===== src/rtl/rst_seq_pkg.sv =====
`default_nettype none
// +------------------------------------------------------------------------+
// | Module   : rst_seq_pkg                                                 |
// | Purpose  : Shared definitions for the reset sequencer: the seq_state   |
// |            encoding (also decoded by debug/LED logic) and a small      |
// |            helper used to size the shared hold/timeout counter.        |
// | Ports    : none (package)                                              |
// | Revision : 1.0  initial release                                        |
// +------------------------------------------------------------------------+
package rst_seq_pkg;

   localparam int SEQ_STATE_W = 3;

   // Encodings are visible on the debug LEDs, so they are fixed, not tool-chosen.
   typedef enum logic [SEQ_STATE_W-1:0] {
      ST_HOLD      = 3'd0,
      ST_WAIT_CAL  = 3'd1,
      ST_IO_WAIT   = 3'd2,
      ST_CORE_WAIT = 3'd3,
      ST_RUN       = 3'd4,
      ST_FAULT     = 3'd7
   } seq_state_t;

   function automatic int max_of(input int a, input int b);
      return (a > b) ? a : b;
   endfunction

endpackage
`default_nettype wire


===== src/rtl/rst_seq_if.sv =====
`default_nettype none
// +------------------------------------------------------------------------+
// | Module   : rst_seq_if                                                  |
// | Purpose  : Bundle of the sequencer's domain resets, calibration        |
// |            handshake and debug state.                                  |
// | Signals  : mem_calib_done  calibration complete (to sequencer)         |
// |            mem_rstn/io_rstn/core_rstn  active-low domain resets        |
// |            calib_err       sticky calibration timeout flag             |
// |            seq_state       current sequencer state (debug LEDs)        |
// | Modports : master = sequencer side, slave = system side                |
// | Revision : 1.0  initial release                                        |
// +------------------------------------------------------------------------+
interface rst_seq_if;
   import rst_seq_pkg::*;

   logic                   mem_calib_done;
   logic                   mem_rstn;
   logic                   io_rstn;
   logic                   core_rstn;
   logic                   calib_err;
   logic [SEQ_STATE_W-1:0] seq_state;

   modport master (
      input  mem_calib_done,
      output mem_rstn, io_rstn, core_rstn, calib_err, seq_state
   );

   modport slave (
      output mem_calib_done,
      input  mem_rstn, io_rstn, core_rstn, calib_err, seq_state
   );

endinterface
`default_nettype wire


===== src/rtl/rst_sync.sv =====
`default_nettype none
// +------------------------------------------------------------------------+
// | Module   : rst_sync                                                    |
// | Purpose  : Reset synchronizer, asynchronous assertion / synchronous    |
// |            deassertion. rstn_out rises on the STAGES-th rising clk     |
// |            edge after rstn_in rises; falls immediately with rstn_in.   |
// | Ports    : clk      in  clock of the destination domain               |
// |            rstn_in  in  asynchronous active-low reset                 |
// |            rstn_out out synchronized active-low reset                 |
// | Params   : STAGES   flop count in the chain (>=2)                     |
// | Revision : 1.0  initial release                                        |
// +------------------------------------------------------------------------+
module rst_sync #(
   parameter int STAGES = 2
) (
   input  logic clk,
   input  logic rstn_in,
   output logic rstn_out
);

   logic [STAGES-1:0] r_chain;

   always_ff @(posedge clk or negedge rstn_in) begin
      if (!rstn_in) begin
         r_chain <= '0;
      end else begin
         r_chain <= {r_chain[STAGES-2:0], 1'b1};
      end
   end

   assign rstn_out = r_chain[STAGES-1];

endmodule
`default_nettype wire


===== src/rtl/rst_seq.sv =====
`default_nettype none
// +------------------------------------------------------------------------+
// | Module   : rst_seq                                                     |
// | Purpose  : Synchronizes the board reset and releases the memory, I/O   |
// |            and core reset domains in order. I/O and core release is    |
// |            gated on memory calibration; a calibration timeout parks    |
// |            the sequencer in FAULT with calib_err set until rstn.       |
// | Ports    : clk   in  system clock                                     |
// |            rstn  in  asynchronous active-low reset                    |
// |            bus   rst_seq_if.master: mem_calib_done in; mem_rstn,      |
// |                  io_rstn, core_rstn, calib_err, seq_state out         |
// | Params   : SYNC_STAGES, MEM_HOLD, IO_HOLD, CORE_HOLD, CALIB_TIMEOUT   |
// |            (CALIB_TIMEOUT = 0 waits for calibration forever)          |
// | Revision : 1.0  initial release                                        |
// +------------------------------------------------------------------------+
module rst_seq
   import rst_seq_pkg::*;
#(
   parameter int SYNC_STAGES   = 2,
   parameter int MEM_HOLD      = 16,
   parameter int IO_HOLD       = 16,
   parameter int CORE_HOLD     = 16,
   parameter int CALIB_TIMEOUT = 2**20
) (
   input  logic      clk,
   input  logic      rstn,
   rst_seq_if.master bus
);

   // Counter holds N-1 on state entry and the state acts when it reads zero,
   // so an N-cycle hold finishes on the N-th edge in that state.
   localparam int CNT_MAX = max_of(max_of(MEM_HOLD, IO_HOLD),
                                   max_of(CORE_HOLD, CALIB_TIMEOUT));
   localparam int CNT_W   = (CNT_MAX < 2) ? 1 : $clog2(CNT_MAX);

   localparam logic [CNT_W-1:0] C_LD_MEM  = CNT_W'(MEM_HOLD - 1);
   localparam logic [CNT_W-1:0] C_LD_IO   = CNT_W'(IO_HOLD - 1);
   localparam logic [CNT_W-1:0] C_LD_CORE = CNT_W'(CORE_HOLD - 1);
   localparam logic [CNT_W-1:0] C_LD_CAL  =
      CNT_W'((CALIB_TIMEOUT == 0) ? 0 : CALIB_TIMEOUT - 1);
   localparam logic [CNT_W-1:0] C_ONE     = CNT_W'(1);

   logic             w_rstn_s;
   seq_state_t       r_state, w_state_n;
   logic [CNT_W-1:0] r_cnt,   w_cnt_n;
   logic             r_mem,   w_mem_n;
   logic             r_io,    w_io_n;
   logic             r_core,  w_core_n;
   logic             r_err,   w_err_n;
   logic             w_expired;
   logic             w_cal;

   rst_sync #(
      .STAGES (SYNC_STAGES)
   ) u_sync (
      .clk      (clk),
      .rstn_in  (rstn),
      .rstn_out (w_rstn_s)
   );

   assign w_expired = (r_cnt == '0);
   assign w_cal     = bus.mem_calib_done;

   always_ff @(posedge clk or negedge rstn) begin
      if (!rstn) begin
         r_state <= ST_HOLD;
         r_cnt   <= C_LD_MEM;
         r_mem   <= 1'b0;
         r_io    <= 1'b0;
         r_core  <= 1'b0;
         r_err   <= 1'b0;
      end else begin
         r_state <= w_state_n;
         r_cnt   <= w_cnt_n;
         r_mem   <= w_mem_n;
         r_io    <= w_io_n;
         r_core  <= w_core_n;
         r_err   <= w_err_n;
      end
   end

   always_comb begin
      w_state_n = r_state;
      w_cnt_n   = r_cnt;
      w_mem_n   = r_mem;
      w_io_n    = r_io;
      w_core_n  = r_core;
      w_err_n   = r_err;

      if (!w_rstn_s) begin
         // Synchronizer still low: park in HOLD with a fresh memory hold.
         w_state_n = ST_HOLD;
         w_cnt_n   = C_LD_MEM;
         w_mem_n   = 1'b0;
         w_io_n    = 1'b0;
         w_core_n  = 1'b0;
         w_err_n   = 1'b0;
      end else begin
         unique case (r_state)
            ST_HOLD: begin
               if (w_expired) begin
                  w_state_n = ST_WAIT_CAL;
                  w_cnt_n   = C_LD_CAL;
                  w_mem_n   = 1'b1;
               end else begin
                  w_cnt_n = r_cnt - C_ONE;
               end
            end
            ST_WAIT_CAL: begin
               // Calibration is tested first so it wins a same-cycle timeout.
               if (w_cal) begin
                  w_state_n = ST_IO_WAIT;
                  w_cnt_n   = C_LD_IO;
               end else if (CALIB_TIMEOUT != 0) begin
                  if (w_expired) begin
                     w_state_n = ST_FAULT;
                     w_err_n   = 1'b1;
                  end else begin
                     w_cnt_n = r_cnt - C_ONE;
                  end
               end
            end
            ST_IO_WAIT, ST_CORE_WAIT, ST_RUN: begin
               if (!w_cal) begin
                  // Calibration lost: pull I/O and core back into reset and
                  // wait for calibration again with a full timeout window.
                  w_state_n = ST_WAIT_CAL;
                  w_cnt_n   = C_LD_CAL;
                  w_io_n    = 1'b0;
                  w_core_n  = 1'b0;
               end else if (r_state == ST_IO_WAIT) begin
                  if (w_expired) begin
                     w_state_n = ST_CORE_WAIT;
                     w_cnt_n   = C_LD_CORE;
                     w_io_n    = 1'b1;
                  end else begin
                     w_cnt_n = r_cnt - C_ONE;
                  end
               end else if (r_state == ST_CORE_WAIT) begin
                  if (w_expired) begin
                     w_state_n = ST_RUN;
                     w_core_n  = 1'b1;
                  end else begin
                     w_cnt_n = r_cnt - C_ONE;
                  end
               end
            end
            ST_FAULT: begin
               // Terminal until rstn; outputs simply hold.
            end
            default: begin
               w_state_n = ST_HOLD;
               w_cnt_n   = C_LD_MEM;
               w_mem_n   = 1'b0;
               w_io_n    = 1'b0;
               w_core_n  = 1'b0;
            end
         endcase
      end
   end

   assign bus.mem_rstn  = r_mem;
   assign bus.io_rstn   = r_io;
   assign bus.core_rstn = r_core;
   assign bus.calib_err = r_err;
   assign bus.seq_state = r_state;

endmodule
`default_nettype wire

===== src/flat_wrapper.sv =====
// flat-port wrapper written by rule: the top's interface ports become plain ports
module rst_seq_flat import rst_seq_pkg::*;
#(
   parameter int SYNC_STAGES   = 2,
   parameter int MEM_HOLD      = 16,
   parameter int IO_HOLD       = 16,
   parameter int CORE_HOLD     = 16,
   parameter int CALIB_TIMEOUT = 2**20
)
  (clk, rstn, bus_mem_calib_done, bus_mem_rstn, bus_io_rstn, bus_core_rstn, bus_calib_err, bus_seq_state);
  rst_seq_if bus_i ();
  input  logic clk;
  input  logic rstn;
  input wire logic [$bits(bus_i.mem_calib_done)-1:0] bus_mem_calib_done;
  output wire logic [$bits(bus_i.mem_rstn)-1:0] bus_mem_rstn;
  output wire logic [$bits(bus_i.io_rstn)-1:0] bus_io_rstn;
  output wire logic [$bits(bus_i.core_rstn)-1:0] bus_core_rstn;
  output wire logic [$bits(bus_i.calib_err)-1:0] bus_calib_err;
  output wire logic [$bits(bus_i.seq_state)-1:0] bus_seq_state;
  assign bus_i.mem_calib_done = bus_mem_calib_done;
  assign bus_mem_rstn = bus_i.mem_rstn;
  assign bus_io_rstn = bus_i.io_rstn;
  assign bus_core_rstn = bus_i.core_rstn;
  assign bus_calib_err = bus_i.calib_err;
  assign bus_seq_state = bus_i.seq_state;
  rst_seq #(.SYNC_STAGES(SYNC_STAGES), .MEM_HOLD(MEM_HOLD), .IO_HOLD(IO_HOLD), .CORE_HOLD(CORE_HOLD), .CALIB_TIMEOUT(CALIB_TIMEOUT)) u_core (.clk(clk), .rstn(rstn), .bus(bus_i));
endmodule

===== config.mk =====
export PLATFORM = sky130hd
export DESIGN_NAME = rst_seq_flat
export DESIGN_NICKNAME = d
export VERILOG_FILES = /design/src/rtl/rst_seq_pkg.sv /design/src/rtl/rst_seq_if.sv /design/src/rtl/rst_sync.sv /design/src/rtl/rst_seq.sv /design/src/flat_wrapper.sv
export SDC_FILE = /design/constraint.sdc
export NUM_CORES = 1
export LEC_CHECK = 0
export CAP_MARGIN = 15
export CORE_ASPECT_RATIO = 1.75
export CORE_MARGIN = 2
export CORE_UTILIZATION = 62
export CTS_BUF_LIST = sky130_fd_sc_hd__clkbuf_8
export CTS_CLUSTER_DIAMETER = 200
export DETAILED_ROUTE_END_ITERATION = 10
export PLACE_DENSITY = 0.83
export SYNTH_ARGS = -nofsm -noshare
export SYNTH_HDL_FRONTEND = slang
export SYNTH_SLANG_ARGS = --single-unit

===== constraint.sdc =====
create_clock -name clk -period 3.4 [get_ports clk]
set_input_delay 0.68 -clock clk [delete_from_list [all_inputs] [get_ports clk]]
set_output_delay 0.68 -clock clk [all_outputs]
set_load 0.01 [all_outputs]

* After elaboration in Yosys (flattened, before gate mapping)
Cells that the tools add are included.
Storage, ports and cells: bits in registers 29, bits in latches 0, RAM bits 0, memory bits (read-only) 0, bits of input ports 3, logic and storage cells 71, memories 0
Cells by class: $add $sub $neg 1, $mul 0, div/mod/pow operators 0, $lt $le $gt $ge 0, eq/ne operators 18, shift-type cells 0, multiplexer cells 34, bitwise gates (word level) 0, reduce and logical (&&, ||, !) cells 11
Operators with widths (number):
- 2-to-1 mux 20 bit | 8
- one-hot mux 20 bit (4 select lines) | 1
- 2-to-1 mux 3 bit | 9
- logical NOT 20 bit | 1
- subtractor 20 x 1 -> 20 bit (second input constant) | 1
- inequality test 4 x 3 -> 1 bit (second input constant) | 4
- 2-to-1 mux 1 bit | 12
- one-hot mux 3 bit (4 select lines) | 1
- inequality test 2 bit (second input constant) | 4
- == test 3 x 2 -> 1 bit (second input constant) | 2
- == test 3 bit (second input constant) | 2
- one-hot mux 1 bit (2 select lines) | 3
- AND reduction 3 bit | 2
- OR reduction 3 bit | 2
- inequality test 5 x 3 -> 1 bit (second input constant) | 1
- AND reduction 5 bit | 1
- OR reduction 5 bit | 1
- inequality test 2 x 1 -> 1 bit (second input constant) | 2
- inequality test 4 bit (second input constant) | 1
- AND reduction 2 bit | 2
- AND reduction 4 bit | 1
- == test 3 x 1 -> 1 bit (second input constant) | 1
- logical NOT 3 bit | 1
- inequality test 3 x 2 -> 1 bit (second input constant) | 1

* Longest topological paths before layout
Gate-level depths: netlist (run 1).
word-level depth 7, mapped depth 12, gate-level depth less buffers 12

* Hierarchy
From an unflattened synthesis (run 1), not the netlist that was laid out.
Second synthesis, totals: cell total of the unflattened synthesis 253, area total of the unflattened synthesis 2144.6 um^2
By module, submodules not included:
- rst_seq | times used 1, cells each 250, area each 2090.8 um^2, seq. area each 680.7 um^2
- rst_sync | times used 1, cells each 3, area each 53.8 um^2, seq. area each 50.0 um^2

* Worst setup path after synthesis (run 1)
OpenSTA, ideal clock, no wires.
path kind register -> register, start point register u_core.r_cnt[15], end point register u_core.r_cnt[0], setup time 89 ps, arrival 2348 ps, required time 3311 ps, path slack 963 ps, stages on the path, launching flop included 11, period minus slack after synthesis 2437 ps, path through dfrtp_1 nor4_1 nand4b_1 nor2_1 clkinv_1 ha_1 nand2b_1 a31oi_1 o21ai_0 a21oi_1 a21oi_1
On the way: longest elaborated chain between the ends 7
Ends and longest elaborated chain:
- from (decl) | RTL line rst_seq.sv:45 | logic [CNT_W-1:0] r_cnt, w_cnt_n;
- from (signal assigned) | RTL line rst_seq.sv:74 | r_cnt <= w_cnt_n;
- logical NOT 20 bit (*) | RTL line rst_seq.sv:61 | assign w_expired = (r_cnt == '0);
- 2-to-1 mux 20 bit (2 in a row)
- 2-to-1 mux 20 bit | RTL line rst_seq.sv:131 | end else if (r_state == ST_IO_WAIT) begin
- 2-to-1 mux 20 bit | RTL line rst_seq.sv:124 | if (!w_cal) begin
- one-hot mux 20 bit (4 select lines) (*) | RTL line rst_seq.sv:99 | unique case (r_state)
- 2-to-1 mux 20 bit (*) | RTL line rst_seq.sv:90 | if (!w_rstn_s) begin
Every way passes the cells marked *; elsewhere a longest branch is shown, timed or not. The select of a mux whose other input is x is not followed. A chain may end at the register's enable or synchronous reset.

* Worst setup path after layout (run 1)
start point input bus_mem_calib_done, end point register u_core.r_cnt[15]
On the way: longest elaborated chain between the ends 3
Ends and longest elaborated chain:
- from (decl) | RTL line flat_wrapper.sv:14 | input wire logic [$bits(bus_i.mem_calib_done)-1:0] bus_mem_calib_done;
- 2-to-1 mux 20 bit, on equally long branches | RTL line rst_seq.sv:124, rst_seq.sv:111
- one-hot mux 20 bit (4 select lines) | RTL line rst_seq.sv:99
- 2-to-1 mux 20 bit | RTL line rst_seq.sv:90
Several ways; a longest one is shown, not always the timed one.

==> results of run 1 <==
## per-stage QoR
| step | utilization, % | hold WS [ns] |
|---|---|---|
| after floorplan | - | 0.3312 |
| after global placement | 68.24 | 0.3337 |
| after detailed placement | 68.24 | 0.3370 |
| after CTS | 70.81 | 0.3501 |
| after global routing | 70.81 | 0.3547 |
| final | 70.81 | 0.3490 |
## Yosys cell counts, types with 2 or more instances
| cell | n | area [um^2] |
|---|---|---|
| a22oi_1 | 3 | 22.52 |
| a221o_1 | 2 | 20.02 |
| a311oi_1 | 3 | 26.28 |
| clkbuf_1 | 12 | 45.04 |
| or4_1 | 3 | 22.52 |
| a22o_1 | 5 | 43.79 |
| ha_1 | 3 | 37.54 |
| inv_1 | 8 | 30.03 |
| nand3_1 | 4 | 20.02 |
| a21oi_1 | 23 | 115.1 |
| mux2i_1 | 2 | 20.02 |
| and2_1 | 2 | 12.51 |
| nor2_1 | 21 | 78.83 |
| o22ai_1 | 3 | 18.77 |
| a41oi_1 | 2 | 17.52 |
| nand2_1 | 23 | 86.33 |
| nand4_1 | 2 | 12.51 |
| nor3_1 | 12 | 60.06 |
| a31oi_1 | 6 | 37.54 |
| o21ai_0 | 22 | 110.1 |
| nand2b_1 | 2 | 12.51 |
| or2_2 | 3 | 18.77 |
| nor2b_1 | 6 | 37.54 |
| o31ai_1 | 3 | 22.52 |
| o22a_1 | 2 | 17.52 |
| dfstp_2 | 4 | 105.1 |
| or4_4 | 3 | 33.78 |
| dfrtp_1 | 25 | 625.6 |
| o211ai_1 | 2 | 15.01 |
| a32o_1 | 3 | 30.03 |
| nor4_1 | 3 | 18.77 |
## power groups by stage
stage          registers (mW)  clock network, mW  logic (mW)
5_1_grt                 0.359              0.280      0.0568
2_1_floorplan           0.361                  0      0.0320
3_3_place_gp            0.364                  0      0.0473
4_1_cts                 0.358              0.269      0.0496
3_5_place_dp            0.364                  0      0.0492
6_report                0.358              0.262      0.0493
## kinds of logic after synthesis
family	count (synthesis)
simple gates	94
compound gates	89
flops	29
buf+inv	22
fa+ha+maj	3
mux	3
other cells	1
xor+xnor	1
## worst paths after layout
kind                                                    startpoint  slack, ns                                  to  cells past startpoint
min in group asynchronous                                     rstn       0.78        u_core.r_cnt[19]$_DFFE_PN0P_                      2
worst max-delay path                            bus_mem_calib_done       0.52        u_core.r_cnt[15]$_DFFE_PN0P_                      7
worst max register to register         u_core.r_cnt[0]$_DFFE_PN1P_       0.58        u_core.r_cnt[16]$_DFFE_PN0P_                      9
worst min register to register  u_core.u_sync.r_chain[0]$_DFF_PN0_       0.35  u_core.u_sync.r_chain[1]$_DFF_PN0_                      0
worst min-delay path            u_core.u_sync.r_chain[0]$_DFF_PN0_       0.35  u_core.u_sync.r_chain[1]$_DFF_PN0_                      0
max in group asynchronous                                     rstn       2.30         u_core.r_cnt[0]$_DFFE_PN1P_                      2
## worst max-delay path: cells and delay by family
family	cells	cell delay, ns
AOI/OAI and AO/OA	5	1.44
buffers and inverters	1	0.58
and+or+nand+nor	1	0.38
## flip-flops by register name (all words and copies together), names as in the netlist
register,flops
u_core.bus.core_rstn,1
u_core.u_sync.r_chain,2
u_core.bus.io_rstn,1
u_core.bus.seq_state,3
u_core.bus.mem_rstn,1
u_core.bus.calib_err,1
u_core.r_cnt,20
## cell type report
cell class,count,area (um^2)
Tap cell,43,53.80
Inverter,9,33.78
Fill cell,263,907.1
Multi-Input combinational cell,191,1160
Clock inverter,3,11.26
Clock buffer,5,68.82
Timing Repair Buffer,16,142.6
Sequential cell,29,730.7
## layer usage
layer	routed length (um)	GRT usage, %
met2	2758	53.33
met4	290	22.50
met3	231	6.136
met1	1951	37.61
met5	0	0
==> results.sh, run 1 <==
export IMPL_core_area_um2=3108
export IMPL_drive_above_1_share_pct=11.07
export IMPL_final_common_cell="dfrtp_1"
export IMPL_clock_sinks=29
export IMPL_timing_final_crit_share_pct=84.60
export IMPL_h_tree_depth=2
export IMPL_synth_cells=242
export IMPL_power_frac_seq_pct=53.5
export IMPL_initial_core_util_pct=63.73
export IMPL_synth_xor_area_share_pct=0.4422
export IMPL_path_class="input pin to flop"
export IMPL_leakagePower_nw=0.9362
export IMPL_ys_warn_count=0
export IMPL_grt_ovfl_total=0
export IMPL_ant_nets=0
export IMPL_skew_ns=0.004928
export IMPL_synthMuxAreaShare_pct=1.579
export IMPL_worstSkewPairLatency_ns=0.28
export IMPL_fin_setup_tns_ns=0
export IMPL_routed_wl_mm=5.231
export IMPL_combPwrFrac_pct=7.4
export IMPL_critPathSlowestCell="a31oi_1"
export IMPL_status="finished, final reports clean"
export IMPL_pre_cts_ws_ns=0.2552
export IMPL_port_buffers=9
export IMPL_layout_common_cells="dfrtp_1 (25), nand2_1 (23), a21oi_1 (23), o21ai_0 (22), nor2_1 (21)"
export IMPL_hold_buffers=0
export IMPL_finalCriticalPeriod_ns=2.876
export IMPL_wire_per_inst_um=17.67
export IMPL_grt_max_degree=30
export IMPL_avgSynthCellArea_um2=8.185
export IMPL_fp_dieW_um=46.73
export IMPL_dp_hpwl_mm=3.735
export IMPL_p_sw_mw=0.1643
export IMPL_root_buffer="clkbuf_8"
export IMPL_clkPwrFrac_pct=39.2
export IMPL_synth_seq_cells=29
export IMPL_viasPerCell=6.787
export IMPL_synth_compound_area_share_pct=29.44
export IMPL_fin_cells=296
export IMPL_worstSetupStartpointType="input pin"
export IMPL_synth_main_ff_cell="dfrtp_1"
export IMPL_synthAdderAreaFrac_pct=1.895
export IMPL_maxCapViolCount=0
export IMPL_finalNetCount=258
export IMPL_crit_chain="clkdlybuf4s50_1, or2_2, a21oi_1, o21ai_0, a31oi_1, a21oi_1, a311oi_1"
export IMPL_syn2layout_area_growth_pct=11.12
export IMPL_synth_top_family_by_area="compound AO/OA/AOI/OAI gates"
export IMPL_grt_usage_pct=33.16
export IMPL_power_internal_mw=0.5053
export IMPL_ys_seq_area_share_pct=36.89
export IMPL_grt_pass1_vias=2007
export IMPL_syn_nets=248
export IMPL_ctsResizeCount=0
export IMPL_cts_tree="built"
export IMPL_critPathMostFrequentCell="a21oi_1"
export IMPL_num_rows=27
export IMPL_worst_pin_slew_ns=1.060
export IMPL_cts_buffer_depth=2
export IMPL_hold_viol=0
export IMPL_post_cts_buffers=0
export IMPL_p_total_mw=0.6696
export IMPL_slew_headroom_pct=29.04
export IMPL_max_freq_ghz=0.3477
export IMPL_path_max_fanout=12
export IMPL_synthSimpleGateAreaFrac_pct=25.02
export IMPL_drcViolationCount=0
export IMPL_ir_drop_mv=0.2905
export IMPL_place_inst=288
export IMPL_hp_class="flop to flop"
export IMPL_first_pass_iters=5
export IMPL_die_y_um=78.77
export IMPL_switching_share_pct=24.53
export IMPL_async_flop_share_pct=100.0
export IMPL_finalMaxSlewViolations=0
export IMPL_setup_violations=0
export IMPL_die_area_um2=3681
export IMPL_required_ns=3.59
export IMPL_drt_initial_drc_count=102
export IMPL_synth_edf_count=0
export IMPL_grt_pass1_wl_mm=8.997
export IMPL_rsz0062_at_grt="no"
export IMPL_via_count=2009
export IMPL_cp_slowest_stage_delay_ns=0.82
export IMPL_antenna_found_initial=0
export IMPL_final_setup_worst_slack_ns=0.5236
export IMPL_placed_cell_area_um2=2121
export IMPL_fin_area_um2=2201
export IMPL_worstPathArrival_ns=3.06
export IMPL_synth_cell_types=56
export IMPL_cts_buffers=5
export IMPL_synth_area_um2=1981
export IMPL_path_clk_slew_ns=0.06
export IMPL_end_kind="flop"
export IMPL_power_density_nw_per_um2=304.2
export IMPL_antenna_cells=0
export IMPL_ios=10
export IMPL_place_gp_congestion=0.9867
No activity file was read; power rests on OpenSTA's default activity.
==> run 2: changes to the inputs <==
- CORE_UTILIZATION: 62 -> 56
- PLACE_DENSITY: 0.83 -> 0.79
- clock period: 3.4 -> 2.5 ns (I/O delays scaled with it)
==> run 2 against run 1 <==
Against the previous run: final cell count increased by 9.1%; register-to-register slack got worse by 0.51 ns; flip-flop and latch count unchanged; clock skew decreased by 0.0022 ns; clock power increased by 42%; total power increased by 40%; global-route usage decreased by 1.2 points; die area increased by 10%; cell area increased by 11%; first-iteration DRC count decreased by 33%; critical endpoint unchanged.
==> results.sh, run 2 (synthesis results as in run 1) <==
export IMPL_met1Wirelength_mm=2.178
export IMPL_clock_sinks=29
export IMPL_status="finished, final reports clean"
export IMPL_wire_per_inst_um=18.33
export IMPL_finalMaxSlewViolations=0
export IMPL_rsz0062_at_grt="no"
export IMPL_worstSetupStartpointType="flop"
export IMPL_cts_buffers=5
export IMPL_hp_class="flop to flop"
export IMPL_setup_violations=0
export IMPL_dp_hpwl_mm=4.196
export IMPL_rrSetupSlack_ns=0.07
export IMPL_fp_dieW_um=48.96
export IMPL_wl_met3_um=272
export IMPL_antenna_found_initial=0
export IMPL_dr_max_layer_used="met4"
export IMPL_layout_common_cells="buf_4 (32), nand2_1 (23), a21oi_1 (23), dfrtp_1 (23), o21ai_0 (22)"
export IMPL_min_to="u_core.u_sync.r_chain[1]$_DFF_PN0_"
export IMPL_grt_pass1_wl_mm=9.777
export IMPL_die_y_um=82.68
export IMPL_core_area_um2=3398
export IMPL_grt_max_degree=30
export IMPL_hold_path_startpoint="u_core.u_sync.r_chain[0]$_DFF_PN0_"
export IMPL_grt_ovfl_total=0
export IMPL_leakagePower_nw=1.065
export IMPL_cts_buffer_depth=2
export IMPL_drcViolationCount=0
export IMPL_placed_cell_area_um2=2258
export IMPL_r2r_start="u_core.r_cnt[8]$_DFFE_PN0P_"
export IMPL_grt_pass1_vias=2058
export IMPL_finalCriticalPeriod_ns=2.425
export IMPL_routed_wl_mm=5.920
export IMPL_via_count=2131
export IMPL_drt_initial_drc_count=68
export IMPL_path_class="flop to flop"
export IMPL_grt_usage_pct=31.93
export IMPL_port_buffers=9
export IMPL_ios=10
export IMPL_path_max_fanout=4
export IMPL_hold_depth=0
export IMPL_final_common_cell="buf_4"
export IMPL_hold_buffers=0
export IMPL_finalHoldWorstSlack_ns=0.3499
export IMPL_worstSkewPairLatency_ns=0.28
export IMPL_maxCapViolCount=0
export IMPL_h_tree_depth=2
export IMPL_path_clk_slew_ns=0.06
export IMPL_fin_area_um2=2435
export IMPL_timing_rr_end="u_core.r_cnt[15]$_DFFE_PN0P_"
export IMPL_cts_tree="built"
export IMPL_first_pass_iters=5
export IMPL_syn2layout_area_growth_pct=22.93
export IMPL_timing_final_crit_share_pct=97.01
export IMPL_rr_worst_depth=6
export IMPL_skew_ns=0.002691
export IMPL_antenna_cells=0
export IMPL_num_rows=28
export IMPL_end_kind="flop"
export IMPL_die_area_um2=4047
export IMPL_hold_viol=0
export IMPL_initial_core_util_pct=58.28
export IMPL_drive_above_1_share_pct=22.66
export IMPL_ir_drop_mv=0.3516
export IMPL_worstPathArrival_ns=2.62
export IMPL_root_buffer="clkbuf_8"
export IMPL_largest_reg_flops=20
export IMPL_wl_met2_mm=3.133
export IMPL_power_density_nw_per_um2=384.5
export IMPL_required_ns=2.69
export IMPL_max_freq_ghz=0.4123
export IMPL_top_register="u_core.r_cnt"
export IMPL_place_gp_congestion=0.9564
export IMPL_viasPerCell=6.598
export IMPL_finalNetCount=283
export IMPL_ant_nets=0
[run 2: per-layer routing]
metal | track usage [%] | up-vias
met2 | 59.45 | 96
li1 | - | 983
met5 | 0 | -
met1 | 32.76 | 1020
met3 | 5.396 | 32
met4 | 21.14 | 0
[run 2: what timing repair did]
action | CTS | global route
pin swaps | 0 | 2
setup buffers | 0 | 7
gates resized for setup | 1 | 8
setup endpoints to repair | 5 | 13
[run 2: worst max-delay path by stage]
stage | depth (start not counted) | end | start
final | 6 | u_core.r_cnt[15]$_DFFE_PN0P_ | u_core.r_cnt[8]$_DFFE_PN0P_
after global routing | 6 | u_core.r_cnt[15]$_DFFE_PN0P_ | u_core.r_cnt[8]$_DFFE_PN0P_
after CTS | 6 | u_core.r_cnt[15]$_DFFE_PN0P_ | u_core.r_cnt[3]$_DFFE_PN1P_
after detailed placement | 10 | u_core.r_cnt[4]$_DFFE_PN0P_ | u_core.r_cnt[1]$_DFFE_PN1P_
after global placement | 10 | u_core.r_cnt[4]$_DFFE_PN0P_ | u_core.r_cnt[1]$_DFFE_PN1P_
after floorplan | 10 | u_core.r_cnt[0]$_DFFE_PN1P_ | u_core.r_cnt[15]$_DFFE_PN0P_
[run 2: stage by stage]
step                      utilization (%)  power (mW)  instances  setup WS (ns)   TNS [ns]
after floorplan                         -      0.5342        242        0.06257          0
after global routing                71.65      0.9720        323       0.002395          0
after CTS                           69.07      0.9404        316        0.07288          0
after global placement              66.46      0.5686        308      -0.001995  -0.001995
final                               71.65      0.9362        323        0.07469          0
after detailed placement            66.46      0.5703        308       -0.05356    -0.1516
[run 2: layout make-up]
cell class                 count  area [um^2]
multi-input combinational    191         1199
fill                         293        963.4
sequential                    29        733.2
timing repair buffer          41        330.3
clock buffer                   5        68.82
tap                           45        56.30
inverter                       9        33.78
clock inverter                 3        13.76
[run 2: worst max-delay path, stage by stage (launching register included)]
cell,delay (ns)
dfrtp_2,0.42
or4_1,0.53
or4_4,0.54
or4_4,0.44
nor3_2,0.14
nor3_1,0.06
a311oi_1,0.19
[run 2: where the power goes]
group	internal, mW	switching, mW	total, mW
registers	0.478	0.00438	0.482
clock network	0.188	0.183	0.372
logic	0.0319	0.0505	0.0824
